$ cat config.mk
export PLATFORM = sky130hd
export DESIGN_NAME = pet_autotype
export DESIGN_NICKNAME = d
export VERILOG_FILES = /design/src/rtl/pet_kbd_pkg.sv /design/src/rtl/pet_kbd_fifo.sv /design/src/rtl/pet_autotype.sv
export SDC_FILE = /design/constraint.sdc
export NUM_CORES = 1
export LEC_CHECK = 0
export ABC_AREA = 0
export BUFFER_PORTS_ARGS = -buffer_cell sky130_fd_sc_hd__buf_4
export CELL_PAD_IN_SITES_DETAIL_PLACEMENT = 1
export CELL_PAD_IN_SITES_GLOBAL_PLACEMENT = 1
export CORE_UTILIZATION = 50
export DETAILED_ROUTE_END_ITERATION = 8
export MAX_ROUTING_LAYER = met4
export PLACE_DENSITY_LB_ADDON = 0.2
export SYNTH_ARGS = -nofsm -noshare
export SYNTH_HDL_FRONTEND = slang
export SYNTH_HIERARCHICAL = 1
export SYNTH_SLANG_ARGS = --single-unit
export TNS_END_PERCENT = 5
$ cat constraint.sdc
create_clock -name clk -period 4.85 [get_ports clk]
set_input_delay 0.2425 -clock clk [delete_from_list [all_inputs] [get_ports clk]]
set_output_delay 0.2425 -clock clk [all_outputs]
set_load 0.02 [all_outputs]
$ cat src/rtl/pet_kbd_pkg.sv
// pet_kbd_pkg: shared definitions for the PET key-injection block.
// Key-code layout: [7]=shift request, [6:4]=matrix column, [3:0]=matrix row.
// Holds the code field helpers, special codes, left-SHIFT position and the
// sequencer state encoding.
package pet_kbd_pkg;

  localparam int unsigned SHIFT_BIT = 7;
  localparam int unsigned COL_MSB   = 6;
  localparam int unsigned COL_LSB   = 4;
  localparam int unsigned ROW_MSB   = 3;
  localparam int unsigned ROW_LSB   = 0;

  localparam logic [7:0] PAUSE_CODE = 8'h7F;
  localparam logic [3:0] LSHIFT_ROW = 4'd8;
  localparam logic [2:0] LSHIFT_COL = 3'd0;
  localparam logic [3:0] NUM_ROWS   = 4'd10;

  // Sequencer states, kept as plain constants for legacy tool compatibility.
  typedef logic [2:0] state_t;
  localparam state_t StIdle     = 3'd0;
  localparam state_t StShiftPre = 3'd1;
  localparam state_t StPress    = 3'd2;
  localparam state_t StGap      = 3'd3;
  localparam state_t StPause    = 3'd4;

  function automatic logic code_shift(input logic [7:0] code);
    return code[SHIFT_BIT];
  endfunction

  function automatic logic [2:0] code_col(input logic [7:0] code);
    return code[COL_MSB:COL_LSB];
  endfunction

  function automatic logic [3:0] code_row(input logic [7:0] code);
    return code[ROW_MSB:ROW_LSB];
  endfunction

endpackage

$ cat src/rtl/pet_kbd_fifo.sv
// pet_kbd_fifo: synchronous key-code FIFO with sticky overflow flag.
// Ports:
//   clk_i, rst_i      clock, synchronous active-high reset
//   wr_i, wr_data_i   push strobe and data (dropped when full)
//   rd_i              pop strobe (ignored when empty)
//   flush_i           empty the FIFO and clear overflow; wins over wr_i/rd_i
//   rd_data_o         head entry
//   full_o, empty_o   occupancy flags
//   count_o           number of stored entries
//   overflow_o        sticky: a push was dropped because the FIFO was full
module pet_kbd_fifo #(
  parameter int unsigned Depth = 16
) (
  input  logic                     clk_i,
  input  logic                     rst_i,
  input  logic                     wr_i,
  input  logic [7:0]               wr_data_i,
  input  logic                     rd_i,
  input  logic                     flush_i,
  output logic [7:0]               rd_data_o,
  output logic                     full_o,
  output logic                     empty_o,
  output logic [$clog2(Depth):0]   count_o,
  output logic                     overflow_o
);

  localparam int unsigned AW = $clog2(Depth);
  localparam logic [AW:0] DepthCnt = (AW + 1)'(Depth);

  logic [7:0]    mem_q [Depth];
  logic [AW-1:0] wptr_q, rptr_q;
  logic [AW:0]   count_q;
  logic          ovf_q;
  logic          wr_en, rd_en;

  assign full_o     = (count_q == DepthCnt);
  assign empty_o    = (count_q == '0);
  assign count_o    = count_q;
  assign overflow_o = ovf_q;
  assign rd_data_o  = mem_q[rptr_q];

  assign wr_en = wr_i & ~full_o & ~flush_i;
  assign rd_en = rd_i & ~empty_o & ~flush_i;

  always_ff @(posedge clk_i) begin
    if (wr_en) begin
      mem_q[wptr_q] <= wr_data_i;
    end
  end

  always_ff @(posedge clk_i) begin
    if (rst_i || flush_i) begin
      wptr_q  <= '0;
      rptr_q  <= '0;
      count_q <= '0;
      ovf_q   <= 1'b0;
    end else begin
      // Pointers wrap naturally because Depth is a power of two.
      if (wr_en) wptr_q <= wptr_q + 1'b1;
      if (rd_en) rptr_q <= rptr_q + 1'b1;
      unique case ({wr_en, rd_en})
        2'b10:   count_q <= count_q + 1'b1;
        2'b01:   count_q <= count_q - 1'b1;
        default: count_q <= count_q;
      endcase
      if (wr_i && full_o) ovf_q <= 1'b1;
    end
  end

endmodule

$ cat src/rtl/pet_autotype.sv
// pet_autotype: replays queued PET key codes as timed press/release events on
// the keyboard matrix, inserting left SHIFT when requested.
// Ports:
//   clk, reset   clock, synchronous active-high reset
//   wr, wr_data  host write of one key code per cycle (8'h7F = pause)
//   flush        abort: empty the queue and release all keys
//   kbd_busy     a physical key is held; new characters wait for it
//   keyrow       matrix row currently scanned
//   inj_keyin    active-low column pattern for keyrow (ANDed with physical keys)
//   full         queue full
//   busy         queue non-empty or a character/pause in progress
//   overflow     sticky: a write was dropped while full
module pet_autotype
  import pet_kbd_pkg::*;
#(
  parameter int unsigned FIFO_DEPTH  = 16,
  parameter int unsigned TICK_DIV    = 50000,
  parameter int unsigned SETUP_TICKS = 2,
  parameter int unsigned HOLD_TICKS  = 4,
  parameter int unsigned GAP_TICKS   = 4,
  parameter int unsigned PAUSE_TICKS = 20
) (
  input  logic       clk,
  input  logic       reset,
  input  logic       wr,
  input  logic [7:0] wr_data,
  input  logic       flush,
  input  logic       kbd_busy,
  input  logic [3:0] keyrow,
  output logic [7:0] inj_keyin,
  output logic       full,
  output logic       busy,
  output logic       overflow
);

  localparam int unsigned PW = (TICK_DIV > 1) ? $clog2(TICK_DIV) : 1;
  localparam logic [PW-1:0] PrescMax = PW'(TICK_DIV - 1);

  // FIFO
  logic [7:0]                    head;
  logic                          f_empty;
  logic [$clog2(FIFO_DEPTH):0]   f_count;
  logic                          pop;

  pet_kbd_fifo #(
    .Depth (FIFO_DEPTH)
  ) u_fifo (
    .clk_i      (clk),
    .rst_i      (reset),
    .wr_i       (wr),
    .wr_data_i  (wr_data),
    .rd_i       (pop),
    .flush_i    (flush),
    .rd_data_o  (head),
    .full_o     (full),
    .empty_o    (f_empty),
    .count_o    (f_count),
    .overflow_o (overflow)
  );

  // Sequencer state
  state_t        state_q, state_d;
  logic [7:0]    code_q, code_d;
  logic [15:0]   timer_q, timer_d;
  logic [PW-1:0] presc_q, presc_d;
  logic          enter_timed;
  logic          tick;
  logic          timer_done;
  logic [15:0]   timer_dec;

  assign tick       = (presc_q == PrescMax);
  // The final tick ends the state in the same cycle, so N ticks last exactly
  // N prescaler periods; a zero load exits on the next clock.
  assign timer_done = (timer_q == 16'd0) || (tick && (timer_q == 16'd1));
  assign timer_dec  = tick ? (timer_q - 16'd1) : timer_q;

  always_comb begin
    state_d     = state_q;
    code_d      = code_q;
    timer_d     = timer_q;
    pop         = 1'b0;
    enter_timed = 1'b0;
    if (flush) begin
      state_d     = StGap;
      timer_d     = 16'(GAP_TICKS);
      enter_timed = 1'b1;
    end else begin
      unique case (state_q)
        StIdle: begin
          if (!f_empty && !kbd_busy) begin
            pop    = 1'b1;
            code_d = head;
            if (head == PAUSE_CODE) begin
              state_d     = StPause;
              timer_d     = 16'(PAUSE_TICKS);
              enter_timed = 1'b1;
            end else if (code_row(head) >= NUM_ROWS) begin
              // Invalid row: discard and stay idle.
              state_d = StIdle;
            end else if (code_shift(head)) begin
              state_d     = StShiftPre;
              timer_d     = 16'(SETUP_TICKS);
              enter_timed = 1'b1;
            end else begin
              state_d     = StPress;
              timer_d     = 16'(HOLD_TICKS);
              enter_timed = 1'b1;
            end
          end
        end
        StShiftPre: begin
          if (timer_done) begin
            state_d     = StPress;
            timer_d     = 16'(HOLD_TICKS);
            enter_timed = 1'b1;
          end else begin
            timer_d = timer_dec;
          end
        end
        StPress: begin
          if (timer_done) begin
            state_d     = StGap;
            timer_d     = 16'(GAP_TICKS);
            enter_timed = 1'b1;
          end else begin
            timer_d = timer_dec;
          end
        end
        StGap, StPause: begin
          if (timer_done) begin
            state_d = StIdle;
          end else begin
            timer_d = timer_dec;
          end
        end
        default: state_d = StIdle;
      endcase
    end
  end

  // Free-running prescaler, restarted on entry to any timed state so the
  // entry cycle never coincides with a tick.
  always_comb begin
    if (enter_timed || tick) begin
      presc_d = '0;
    end else begin
      presc_d = presc_q + 1'b1;
    end
  end

  always_ff @(posedge clk) begin
    if (reset) begin
      state_q <= StIdle;
      code_q  <= '0;
      timer_q <= '0;
      presc_q <= '0;
    end else begin
      state_q <= state_d;
      code_q  <= code_d;
      timer_q <= timer_d;
      presc_q <= presc_d;
    end
  end

  // Matrix decode
  logic key_on, shift_on;

  assign key_on   = (state_q == StPress);
  assign shift_on = (state_q == StShiftPre) || (key_on && code_shift(code_q));

  always_comb begin
    inj_keyin = 8'hFF;
    if (key_on && (keyrow == code_row(code_q))) begin
      inj_keyin[code_col(code_q)] = 1'b0;
    end
    if (shift_on && (keyrow == LSHIFT_ROW)) begin
      inj_keyin[LSHIFT_COL] = 1'b0;
    end
  end

  assign busy = (f_count != '0) || (state_q != StIdle);

endmodule

==> flow_metrics.env <==
export IMPL_setup_viol=0
export IMPL_fin_ws_ns=0.976
export IMPL_vias=5072
export IMPL_grt_pass1_wl_mm=30.7
export IMPL_nFillCells=1574
export IMPL_dp_worst_setup_slack_ns=1.05
export IMPL_synthTopCellsByArea="edfxtp_1 (46%), dfxtp_1 (15%), mux4_1 (7.6%), mux4_2 (4.3%), nor2_1 (3.6%)"
export IMPL_criticalPathCategory="reg2reg"
export IMPL_areaGrowthSynthToFinish_pct=12.4
export IMPL_drive_gt1_share_pct=15.9
export IMPL_antenna_found_initial=0
export IMPL_wirelength_mm=19.3
export IMPL_cts_root_buf="clkbuf_16"
export IMPL_cts_tree="yes"
export IMPL_seqCellArea_mm2=0.00507
export IMPL_layout_common_cells="edfxtp_1 (128), nor2_1 (81), dfxtp_1 (60)"
export IMPL_io_buffer_count=27
export IMPL_die_x_um=131
export IMPL_max_freq_mhz=258
export IMPL_multiInputGateArea_mm2=0.00308
export IMPL_cts_setup_buffers=0
export IMPL_grt_use_total_pct=24.6
export IMPL_synth_top_area_cell="edfxtp_1"
export IMPL_clk_path_buf_depth=2
export IMPL_synthFlopType="edfxtp_1"
export IMPL_synth_cells=595
export IMPL_antennaDiodeCount=0
export IMPL_synth_seq_cells=189
export IMPL_post_route_util_pct=58.2
export IMPL_drc=0
export IMPL_core_mm2=0.0161
export IMPL_synth_distinct_cells=62
export IMPL_synth_enable_flop_cells=128
export IMPL_mostFrequentLayoutCell="edfxtp_1"
export IMPL_synthArstFlopShare_pct=0
export IMPL_ys_seq_area_share_pct=60.7
export IMPL_finalWorstPathRequiredPeriod_ns=3.87
export IMPL_dr_pass1_iters=5
export IMPL_ctsResizeCount=0
export IMPL_power_density_mw_per_mm2=356
export IMPL_dieArea_mm2=0.0172
export IMPL_status="completed"
export IMPL_cp_max_fo=19
export IMPL_hold_class="in2reg"
export IMPL_synth_area_mm2=0.00835
export IMPL_rsz0062_at_grt="no"
export IMPL_required_ns=5.18
export IMPL_fin_nets=652
export IMPL_grt_overflow=0
export IMPL_cts_sinks=189
export IMPL_cts_max_level=4
export IMPL_period_share_pct=79.9
export IMPL_wire_per_inst_um=22.7
export IMPL_die_h_um=131
export IMPL_cp_arrival_ns=4.21
export IMPL_clock_skew_ns=0.0190
export IMPL_via_per_inst=5.95
export IMPL_ir_drop_mv=0.346
export IMPL_start_util_pct=51.8
export IMPL_cts_hold_buf=0
export IMPL_yosysTopAreaCellShare_pct=46.1
export IMPL_synth_nets=623
export IMPL_grt_pass1_vias=5341
export IMPL_p_leak_nw=3.06
export IMPL_drtAntennaViolNets=0
export IMPL_row_count=46
export IMPL_worst_pin_slew_ns=1.18
export IMPL_finalSetupTns_ns=0
export IMPL_drt_initial_drc_count=380
export IMPL_endpoint_kind="flip-flop"
export IMPL_cts_clk_slew_worst_paths_ns=0.08
export IMPL_ios=28
export IMPL_maxCapViolations=0
export IMPL_startpoint_type="flip-flop"
export IMPL_fin_hold_ws_ns=0.0731
export IMPL_syn_area_per_cell_um2=14.0
export IMPL_grt_max_degree=22
export IMPL_final_hold_viol_count=0
export IMPL_dp_hpwl_mm=13.4
export IMPL_gp_congestion=0.846
export IMPL_final_max_slew_violation_count=0
export IMPL_yosysWarnings=6
export IMPL_clock_latency_ns=0.44
export IMPL_slew_headroom_pct=21.0
export IMPL_numCtsBuffers=17
layer usage:
| metal | GRT usage, % | routed length [µm] | up-vias |
|---|---|---|---|
| li1 | - | - | 2331 |
| met1 | 30.2 | 8400 | 2590 |
| met2 | 41.0 | 9910 | 123 |
| met3 | 4.01 | 618 | 28 |
| met4 | 8.95 | 405 | 0 |
| met5 | - | 0 | - |
critical path, stage by stage, from the launching register on:
cell	delay, ns
dfxtp_2	0.77
buf_4	0.38
mux4_1	0.59
mux4_2	0.52
o21ai_0	0.16
o21bai_1	0.20
a31oi_1	0.11
buf_4	0.22
nor2_1	0.37
o21ai_0	0.19
a31o_1	0.25
cells in the mapped netlist (4+ instances only):
cell	count
a21oi_1	14
a31oi_1	5
buf_1	5
buf_2	4
clkbuf_1	15
dfxtp_1	61
edfxtp_1	128
ha_1	11
inv_1	11
mux2i_1	11
mux4_1	24
mux4_2	16
nand2_1	26
nand3_1	14
nand4_1	9
nor2_1	81
nor2b_1	7
nor3_1	19
nor4_1	10
o21ai_0	5
or3_1	6
or4_1	4
xnor2_1	23
xor2_1	21
where the power goes:
group	switching, mW	leakage, nW	internal [mW]	total [mW]
Combinational	0.0933	1.11	0.0498	0.143
Clock	0.705	0.304	0.756	1.46
Sequential	0.0108	1.65	1.72	1.74
cell type report:
class / instances / area share, %
flip-flops and latches: 189 / 54.0
multi-input cells: 367 / 32.9
clock buffers: 17 / 4.53
repair buffers: 38 / 3.04
well taps: 216 / 2.88
clock inverters: 15 / 2.25
inverters: 11 / 0.440
state kept, by name, summed over array words and instances, names as in the netlist, named ones only:
| signal | cells |
|---|---|
| u_fifo/overflow_o | 1 |
| u_fifo/wptr_q | 4 |
| code_q | 8 |
| presc_q | 16 |
| state_q | 3 |
| u_fifo/count_o | 5 |
| u_fifo/rptr_q | 4 |
| timer_q | 16 |
| u_fifo/mem_q | 128 |
worst paths after layout:
path	cells past startpoint	slack, ns	from	to
max	10	0.98	flip-flop	timer_q[4]
min	3	0.07	wr	u_fifo/overflow_o
max reg2reg	10	0.98	flip-flop	timer_q[4]
min reg2reg	1	0.46	presc_q[0]	presc_q[0]
per-stage QoR:
stage	instance area, µm²	cells	power (mW)
floorplan	8350	595	1.85
global placement	8750	821	1.91
detailed placement	8750	821	1.91
CTS	9380	853	3.37
global route	9380	853	3.43
finish	9380	853	3.34
logic make-up after synthesis:
| logic type | after synthesis | synth area share [%] |
|---|---|---|
| buffers and inverters | 39 | 2.37 |
| muxes | 51 | 13.2 |
| and+or+nand+nor | 213 | 13.4 |
| xor gates and xnor gates | 44 | 4.62 |
| adders and majority gates | 11 | 1.65 |
| AOI/OAI and AO/OA | 48 | 4.03 |
| DFF | 189 | 60.7 |
No activity file was read; power rests on OpenSTA's default activity.
